===== src/rtl/rx_bit_timer_if.sv =====
// rtl/rx_bit_timer_if.sv - receive bit timer signal bundle
interface rx_bit_timer_if;
  logic rcving;
  logic d_edge;
  logic d_orig;
  logic shift_enable;
  logic byte_received;
  logic stuff_error;

  modport master (
    output rcving, d_edge, d_orig,
    input  shift_enable, byte_received, stuff_error
  );

  modport slave (
    input  rcving, d_edge, d_orig,
    output shift_enable, byte_received, stuff_error
  );
endinterface


===== src/rtl/rx_bit_timer.sv =====
// rtl/rx_bit_timer.sv - USB full-speed RX bit timer with bit-stuff removal
module rx_bit_timer (
  input  logic            clk,
  input  logic            n_rst,
  rx_bit_timer_if.slave   bus
);
  typedef enum logic {IDLE, ACTIVE} state_t;

  state_t     state;
  logic [2:0] phase;
  logic [2:0] bit_cnt;
  logic [2:0] ones;
  logic       shift_r;
  logic       byte_pend;
  logic       byte_r;
  logic       stuff_r;
  logic       sample;

  // A coincident edge resyncs the phase and suppresses the sample.
  assign sample = (state == ACTIVE) && (phase == 3'd3) && !bus.d_edge;

  always_ff @(posedge clk or negedge n_rst) begin
    if (!n_rst) begin
      state     <= IDLE;
      phase     <= 3'd0;
      bit_cnt   <= 3'd0;
      ones      <= 3'd0;
      shift_r   <= 1'b0;
      byte_pend <= 1'b0;
      byte_r    <= 1'b0;
      stuff_r   <= 1'b0;
    end else if (!bus.rcving || state == IDLE) begin
      state     <= bus.rcving ? ACTIVE : IDLE;
      phase     <= 3'd0;
      bit_cnt   <= 3'd0;
      ones      <= 3'd0;
      shift_r   <= 1'b0;
      byte_pend <= 1'b0;
      byte_r    <= 1'b0;
      stuff_r   <= 1'b0;
    end else begin
      phase     <= bus.d_edge ? 3'd0 : phase + 3'd1;
      shift_r   <= 1'b0;
      stuff_r   <= 1'b0;
      byte_pend <= 1'b0;
      byte_r    <= byte_pend;
      if (sample) begin
        if (ones == 3'd6) begin
          // Stuffed position: drop the bit, a 1 here is a protocol error.
          ones    <= 3'd0;
          stuff_r <= bus.d_orig;
        end else begin
          ones      <= bus.d_orig ? ones + 3'd1 : 3'd0;
          shift_r   <= 1'b1;
          bit_cnt   <= bit_cnt + 3'd1;
          byte_pend <= (bit_cnt == 3'd7);
        end
      end
    end
  end

  assign bus.shift_enable  = shift_r;
  assign bus.byte_received = byte_r;
  assign bus.stuff_error   = stuff_r;
endmodule


===== src/flat_wrapper.sv =====
// flat-port wrapper written by rule: the top's interface ports become plain ports
module rx_bit_timer_flat 
  (clk, n_rst, bus_rcving, bus_d_edge, bus_d_orig, bus_shift_enable, bus_byte_received, bus_stuff_error);
  rx_bit_timer_if bus_i ();
  input  logic clk;
  input  logic n_rst;
  input wire logic [$bits(bus_i.rcving)-1:0] bus_rcving;
  input wire logic [$bits(bus_i.d_edge)-1:0] bus_d_edge;
  input wire logic [$bits(bus_i.d_orig)-1:0] bus_d_orig;
  output wire logic [$bits(bus_i.shift_enable)-1:0] bus_shift_enable;
  output wire logic [$bits(bus_i.byte_received)-1:0] bus_byte_received;
  output wire logic [$bits(bus_i.stuff_error)-1:0] bus_stuff_error;
  assign bus_i.rcving = bus_rcving;
  assign bus_i.d_edge = bus_d_edge;
  assign bus_i.d_orig = bus_d_orig;
  assign bus_shift_enable = bus_i.shift_enable;
  assign bus_byte_received = bus_i.byte_received;
  assign bus_stuff_error = bus_i.stuff_error;
  rx_bit_timer u_core (.clk(clk), .n_rst(n_rst), .bus(bus_i));
endmodule

===== config.mk =====
export PLATFORM = sky130hd
export DESIGN_NAME = rx_bit_timer_flat
export DESIGN_NICKNAME = d
export VERILOG_FILES = /design/src/rtl/rx_bit_timer_if.sv /design/src/rtl/rx_bit_timer.sv /design/src/flat_wrapper.sv
export SDC_FILE = /design/constraint.sdc
export NUM_CORES = 1
export LEC_CHECK = 0
export CAP_MARGIN = 20
export CORE_AREA = 2 2 39 41
export DETAILED_ROUTE_END_ITERATION = 16
export DIE_AREA = 0 0 41 43
export GPL_TIMING_DRIVEN = 0
export PLACE_DENSITY = 0.7
export SLEW_MARGIN = 25
export SYNTH_ARGS = -nofsm -noshare
export SYNTH_HDL_FRONTEND = slang
export SYNTH_SLANG_ARGS = --single-unit

===== constraint.sdc =====
create_clock -name clk -period 3.5 [get_ports clk]
set_input_delay 0.525 -clock clk [delete_from_list [all_inputs] [get_ports clk]]
set_output_delay 0.525 -clock clk [all_outputs]
set_load 0.05 [all_outputs]

==> results.toml, run 1 <==
[outcome]
status = "completed"

[placed_design]
place_hpwl_um = 735
gp_congestion = 0.770
place_inst = 79
portBuffers = 7
dpl-instance-area_sq_um = 713

[clocking]
cts.sinks = 14
htreeDepth = 1
clkLatencyLatePin_ns = 0.27
post_cts_resized = 0
cts_setup_buffers = 0
cts_buffers = 3
hold_buffers = 0
cts_buffer_depth = 2
cts_tree = "done"
clk_pin_slew_worst_paths_ns = 0.08
cts_root_buf = "clkbuf_4"

[sta]
worst_hold_slack_ns = 0.434
fin_crit_sh_pct = 54.7
slew_headroom_pct = 58.9
setup_violations = 0
period_needed_ns = 1.92
fin_skew_ns = 0.0100
rsz0062_at_grt = "false"
drv_slew = 0
max_freq_ghz = 0.522
hold_viol = 0
tightest_slew_ns = 0.614
setup_tns_ns = 0

[critical_path]
cp-end-kind = "output pin"
cp-startpoint = "u_core.bus.stuff_error"
cp.depth = 1
reg2reg_to = "u_core.ones[1]"
crit_required_ns = 2.97
crit_type = "reg -> out"
slowest_delay_ns = 0.79
r2r_start = "u_core.phase[0]"
crit_buf_inv = 1
cp_cell_sequence = "clkdlybuf4s50_1"
crit_path_start_kind = "flip-flop"
cp-endpoint = "bus_stuff_error"
path_max_fanout = 1
slowest_stage = "clkdlybuf4s50_1"
cp.arrival_ns = 1.39
rr_worst_depth = 5
r2r_slack_ns = 2.05
crit_family = "buffers and inverters"

[floorplan]
pin_count = 8
start_util_pct = 45.0
core_sq_um = 1380
dieArea_sq_um = 1760
num_rows = 14
die_x_um = 41
fp.dieH_um = 43

[drt]
wire_per_inst_um = 12.3
vias = 445
drt_iter0_markers = 4
wl_um = 1010
drt_first_pass_iters = 4
final_antenna_net_count = 0
vias_per_cell = 5.43
drc = 0

[run]
drv_cap = 0

[yosys]
ys_warn_count = 0
synth_seq_cells = 14
synth_cell_type_count = 17
synth_nets = 67
avgSynthCellArea_sq_um = 11.1
ys_seq_area_share_pct = 56.2
synthesis.area_sq_um = 623
synthCells = 56

[global_route]
grt_pass1_wl_um = 1760
antenna_found_initial = 0
grt_max_degree = 15
grtUsageTotal_pct = 15.1
grt-ovfl-total = 0
grt_pass1_vias = 413

[final_layout]
diodes = 0
syn2layout_area_growth_pct = 18.1
layout-drive-gt1-share_pct = 6.06
nNetsFinal = 79
multi_input_area_sq_um = 258
final_area_sq_um = 736
fill_cells = 140
fin_cells = 82
seq_area_sq_um = 350

[pwr]
total_power_w = 0.000264
peakVddDrop_mv = 0.237
power.density_nw_per_um2 = 358
p_leak_nw = 0.331

[worst_hold_path]
hold_class = "reg -> reg"
==> cell type report <==
class,count,share of cell area (%)
clock buffer,3,3.06
inverter,2,1.02
timing repair buffer,7,9.52
tap,16,2.72
multi-input combinational,38,35.0
sequential,14,47.6
buffer,2,1.02
==> through the flow <==
step                setup WS, ns  utilization, %
floorplan                   2.21               -
global placement            1.73            51.5
detailed placement          1.71            51.5
CTS                         1.57            53.2
global route                1.54            53.2
finish                      1.58            53.2
==> power breakdown <==
part | internal, W | switching, W | total [W]
Sequential | 0.000163 | 0.000000506 | 0.000163
Combinational | 0.00000591 | 0.00000733 | 0.0000132
Clock | 0.0000398 | 0.0000473 | 0.0000870
Total | 0.000208 | 0.0000551 | 0.000264
==> per-layer routing <==
metal  up-vias  GRT usage [%]  part of all wire, %
li1        222              -                    -
met1       211           18.9                   44
met2        10           22.2                   50
met3         2           3.14                  4.8
met4         0           10.0                  1.2
met5         -              0                    0
==> worst min-delay path by stage <==
stage	start	end	slack (ns)	depth (start not counted)
3_5_place_dp	u_core.phase[0]	u_core.phase[0]	0.43	1
2_1_floorplan	n_rst	u_core.bit_cnt[0]	0.23	0
4_1_cts	u_core.phase[0]	u_core.phase[0]	0.44	1
6_report	u_core.phase[0]	u_core.phase[0]	0.43	1
5_1_grt	u_core.phase[0]	u_core.phase[0]	0.45	1
3_3_place_gp	u_core.phase[0]	u_core.phase[0]	0.43	1
==> logic make-up after synthesis <==
logic type	Yosys count	synth area share, %
buffers and inverters	4	2.41
DFF	14	56.2
AOI/OAI and AO/OA	10	8.03
adders and majority gates	6	12.0
and+or+nand+nor	22	21.3
==> sequential cells by signal, summed over array words and instances, names as in the netlist <==
register / cells
u_core.state: 1
u_core.phase: 3
u_core.bus.shift_enable: 1
u_core.bus.byte_received: 1
u_core.byte_pend: 1
u_core.bit_cnt: 3
u_core.bus.stuff_error: 1
u_core.ones: 3
==> cells in the mapped netlist <==
master | instances | area (sq um)
dfrtp_1 | 14 | 350
a21oi_1 | 6 | 30.0
ha_1 | 6 | 75.1
nand2_1 | 5 | 18.8
nor3_1 | 4 | 20.0
o21ai_0 | 4 | 20.0
and2_1 | 2 | 12.5
clkbuf_1 | 2 | 7.51
inv_1 | 2 | 7.51
nand3_1 | 2 | 10.0
nand4b_1 | 2 | 17.5
nor3b_1 | 2 | 15.0
and3_1 | 1 | 6.26
nand2b_4 | 1 | 13.8
nand4_1 | 1 | 6.26
nor2b_1 | 1 | 6.26
or3_1 | 1 | 6.26
==> cells in the final DEF (no fill, tap or decap), drive strengths merged <==
cell,n
or3,1
nand3,2
nor2b,1
clkdlybuf4s50,7
clkbuf,5
and2,2
inv,2
o21ai,4
dfrtp,14
nand2,5
a21oi,6
ha,6
nor3b,2
nor3,4
and3,1
nand2b,1
nand4b,2
nand4,1
Power figures use the tool's default switching activity.
==> inputs of run 2 (changes only) <==
==> constraint.sdc (replaced) <==
create_clock -name clk -period 2 [get_ports clk]
set_input_delay 0.3 -clock clk [delete_from_list [all_inputs] [get_ports clk]]
set_output_delay 0.3 -clock clk [all_outputs]
set_load 0.05 [all_outputs]
==> results of run 2 <==
Same layout as run 1 (identical final DEF). Status: completed.
Among the figures that moved: setup slack after placement 1.71 ns -> 0.431 ns; setup slack after layout 1.58 ns -> 0.309 ns; hold slack 0.434 ns -> 0.405 ns; register-to-register setup slack 2.05 ns -> 0.55 ns; total power 0.000264 W -> 0.000461 W; worst IR drop on VDD 0.237 mV -> 0.415 mV
==> variant: new RTL, settings of run 2 <==
Make the reset (`n_rst`) synchronous in one clocked block.
--- a/src/rtl/rx_bit_timer.sv
+++ b/src/rtl/rx_bit_timer.sv
@@ -21,3 +21,3 @@
 
-  always_ff @(posedge clk or negedge n_rst) begin
+  always_ff @(posedge clk) begin
     if (!n_rst) begin
Function: differs if n_rst is asserted again (counterexample within 10 cycles, from zero or initial values and one cycle with n_rst low); with n_rst held inactive, the same outputs for 10 cycles.
==> variant against run 2 <==
Utilization down 2.6 points. Largest power group unchanged. Area after synthesis fell by 8.0%. Power up 9.2%. Setup slack lost 0.0075 ns. Largest cell class unchanged. Highest routed layer unchanged. Final cell count up 2.4%. Sequential cell count unchanged. Clock power is 36% higher. Wire length shrank 7.4%. Final area down 4.9%.
==> variant: results (changes against run 2) <==
register area share after synthesis -> 48.9% (-7.3 points)
Distinct cells, synth -> 18 (+1)
Worst Clk Skew -> 0.00707 ns (-0.00296 ns)
outcome -> finished clean
DP HPWL -> 682 um (-7.1%)
Tot GR Track Use -> 13.9% (-1.2 points)
Clock Path Buffers -> 2 (unchanged)
syn_nets -> 68 (+1.5%)
Post-Layout Cell Count -> 84 (+2.4%)
Synth area leaders -> dfxtp_1, ha_1, a21oi_1, nand3b_4, nor3_1
top cells by count, synth -> dfxtp_1, a21oi_1, ha_1
number of global-route vias before repair -> 383 (-7.3%)
share of cells above drive strength 1 -> 11.8% (+5.7 points)
Top Registers -> u_core.bit_cnt x3, u_core.ones x3, u_core.phase x3
CP max-delay cell -> clkdlybuf4s50_1
dpl cells -> 80 (+1.3%)
DR iter-0 viols -> 4 (unchanged)
Crit Path Max Fanout -> 1 (unchanged)
Top delay family on crit path -> buffers and inverters
CTS Buf Count -> 3 (unchanged)
largest net degree at the start of global routing -> 11 (-4)
clk slew on worst S/H paths -> 0.09 ns
number of buffer cells added on primary ports -> 7 (unchanged)
hold-fix buffers at CTS -> 0 (unchanged)
worst min path class -> reg2reg
Worst EP arrival -> 1.40 ns
slew margin rel. -> 67.2% (+8.2 points)
post-CTS setup buffers -> 0 (unchanged)
VDD IR-drop max -> 423 uV (+1.8%)
antenna violations before repair -> 0 (unchanged)
number of diodes -> 0 (unchanged)
Total Wirelength -> 932 um (-7.4%)
syn avg cell area -> 10.1 um2 (-9.6%)
Resize count post-CTS -> 0 (unchanged)
vias after detailed routing -> 426 (-4.3%)
Leakage -> 0.287 nW (-13%)
num rows -> 14 (unchanged)
highest cell delay on the worst timing path -> 0.79 ns (about the same)
gpl congestion -> 0.680 (-12%)
H-tree levels -> 1 (unchanged)
Warnings, synthesis -> 0 (unchanged)
fraction of registers with async set/reset -> 0% (-100 points)
Layout Nets -> 80 (+1.3%)
post-place setup slack -> 0.398 ns (-0.0328 ns)
clock root buffer -> clkbuf_4
worst skew pair latency -> 0.29 ns (+0.02 ns)
first-pass GRT wire length -> 1.57 mm (-11%)
first-pass detailed-route iteration total -> 2 (-2)
[variant: worst paths after layout]
| path | to | startpoint | cells past startpoint | slack (ns) |
|---|---|---|---|---|
| setup / recovery | bus_byte_received | u_core.bus.byte_received$_SDFF_PP0_ | 1 | 0.30 |
| hold / removal | u_core.phase[0]$_SDFF_PP0_ | u_core.phase[0]$_SDFF_PP0_ | 1 | 0.44 |
| setup reg to reg | u_core.bit_cnt[0]$_SDFFE_PP0P_ | u_core.phase[0]$_SDFF_PP0_ | 5 | 0.62 |
| hold reg to reg | u_core.phase[0]$_SDFF_PP0_ | u_core.phase[0]$_SDFF_PP0_ | 1 | 0.44 |
[variant: logic make-up after synthesis]
logic type                 synth area share (%)
AOI/OAI and AO/OA                          8.73
adders and majority gates                  13.1
buffers and inverters                      2.84
and+or+nand+nor                            26.4
DFF                                        48.9
[variant: per-stage QoR]
step / power [mW] / instance area, um2
floorplan: 0.292 / 573
global placement: 0.304 / 663
detailed placement: 0.304 / 663
CTS: 0.512 / 699
global route: 0.524 / 699
finish: 0.504 / 699
[variant: cell type report]
| type | count | area, um2 |
|---|---|---|
| tap | 16 | 20.0 |
| sequential | 14 | 280 |
| inverter | 2 | 7.51 |
| timing repair buffer | 7 | 70.1 |
| clock buffer | 4 | 36.3 |
| multi-input combinational | 39 | 277 |
| fill | 127 | 684 |
| buffer | 2 | 8.76 |
[variant: report_power, final]
group	switching [mW]	internal, mW	total (mW)
logic	0.00600	0.00969	0.0157
registers	0.00175	0.280	0.282
clock network	0.0954	0.111	0.206
[variant: metal layers]
metal  up-vias  global-route usage, %  share of wire, %
met5         -                      0                 0
met4         0                   8.00               1.8
met3         2                   7.85               5.9
met2         9                   20.9                48
met1       192                   14.3                44
li1        223                      -                 -
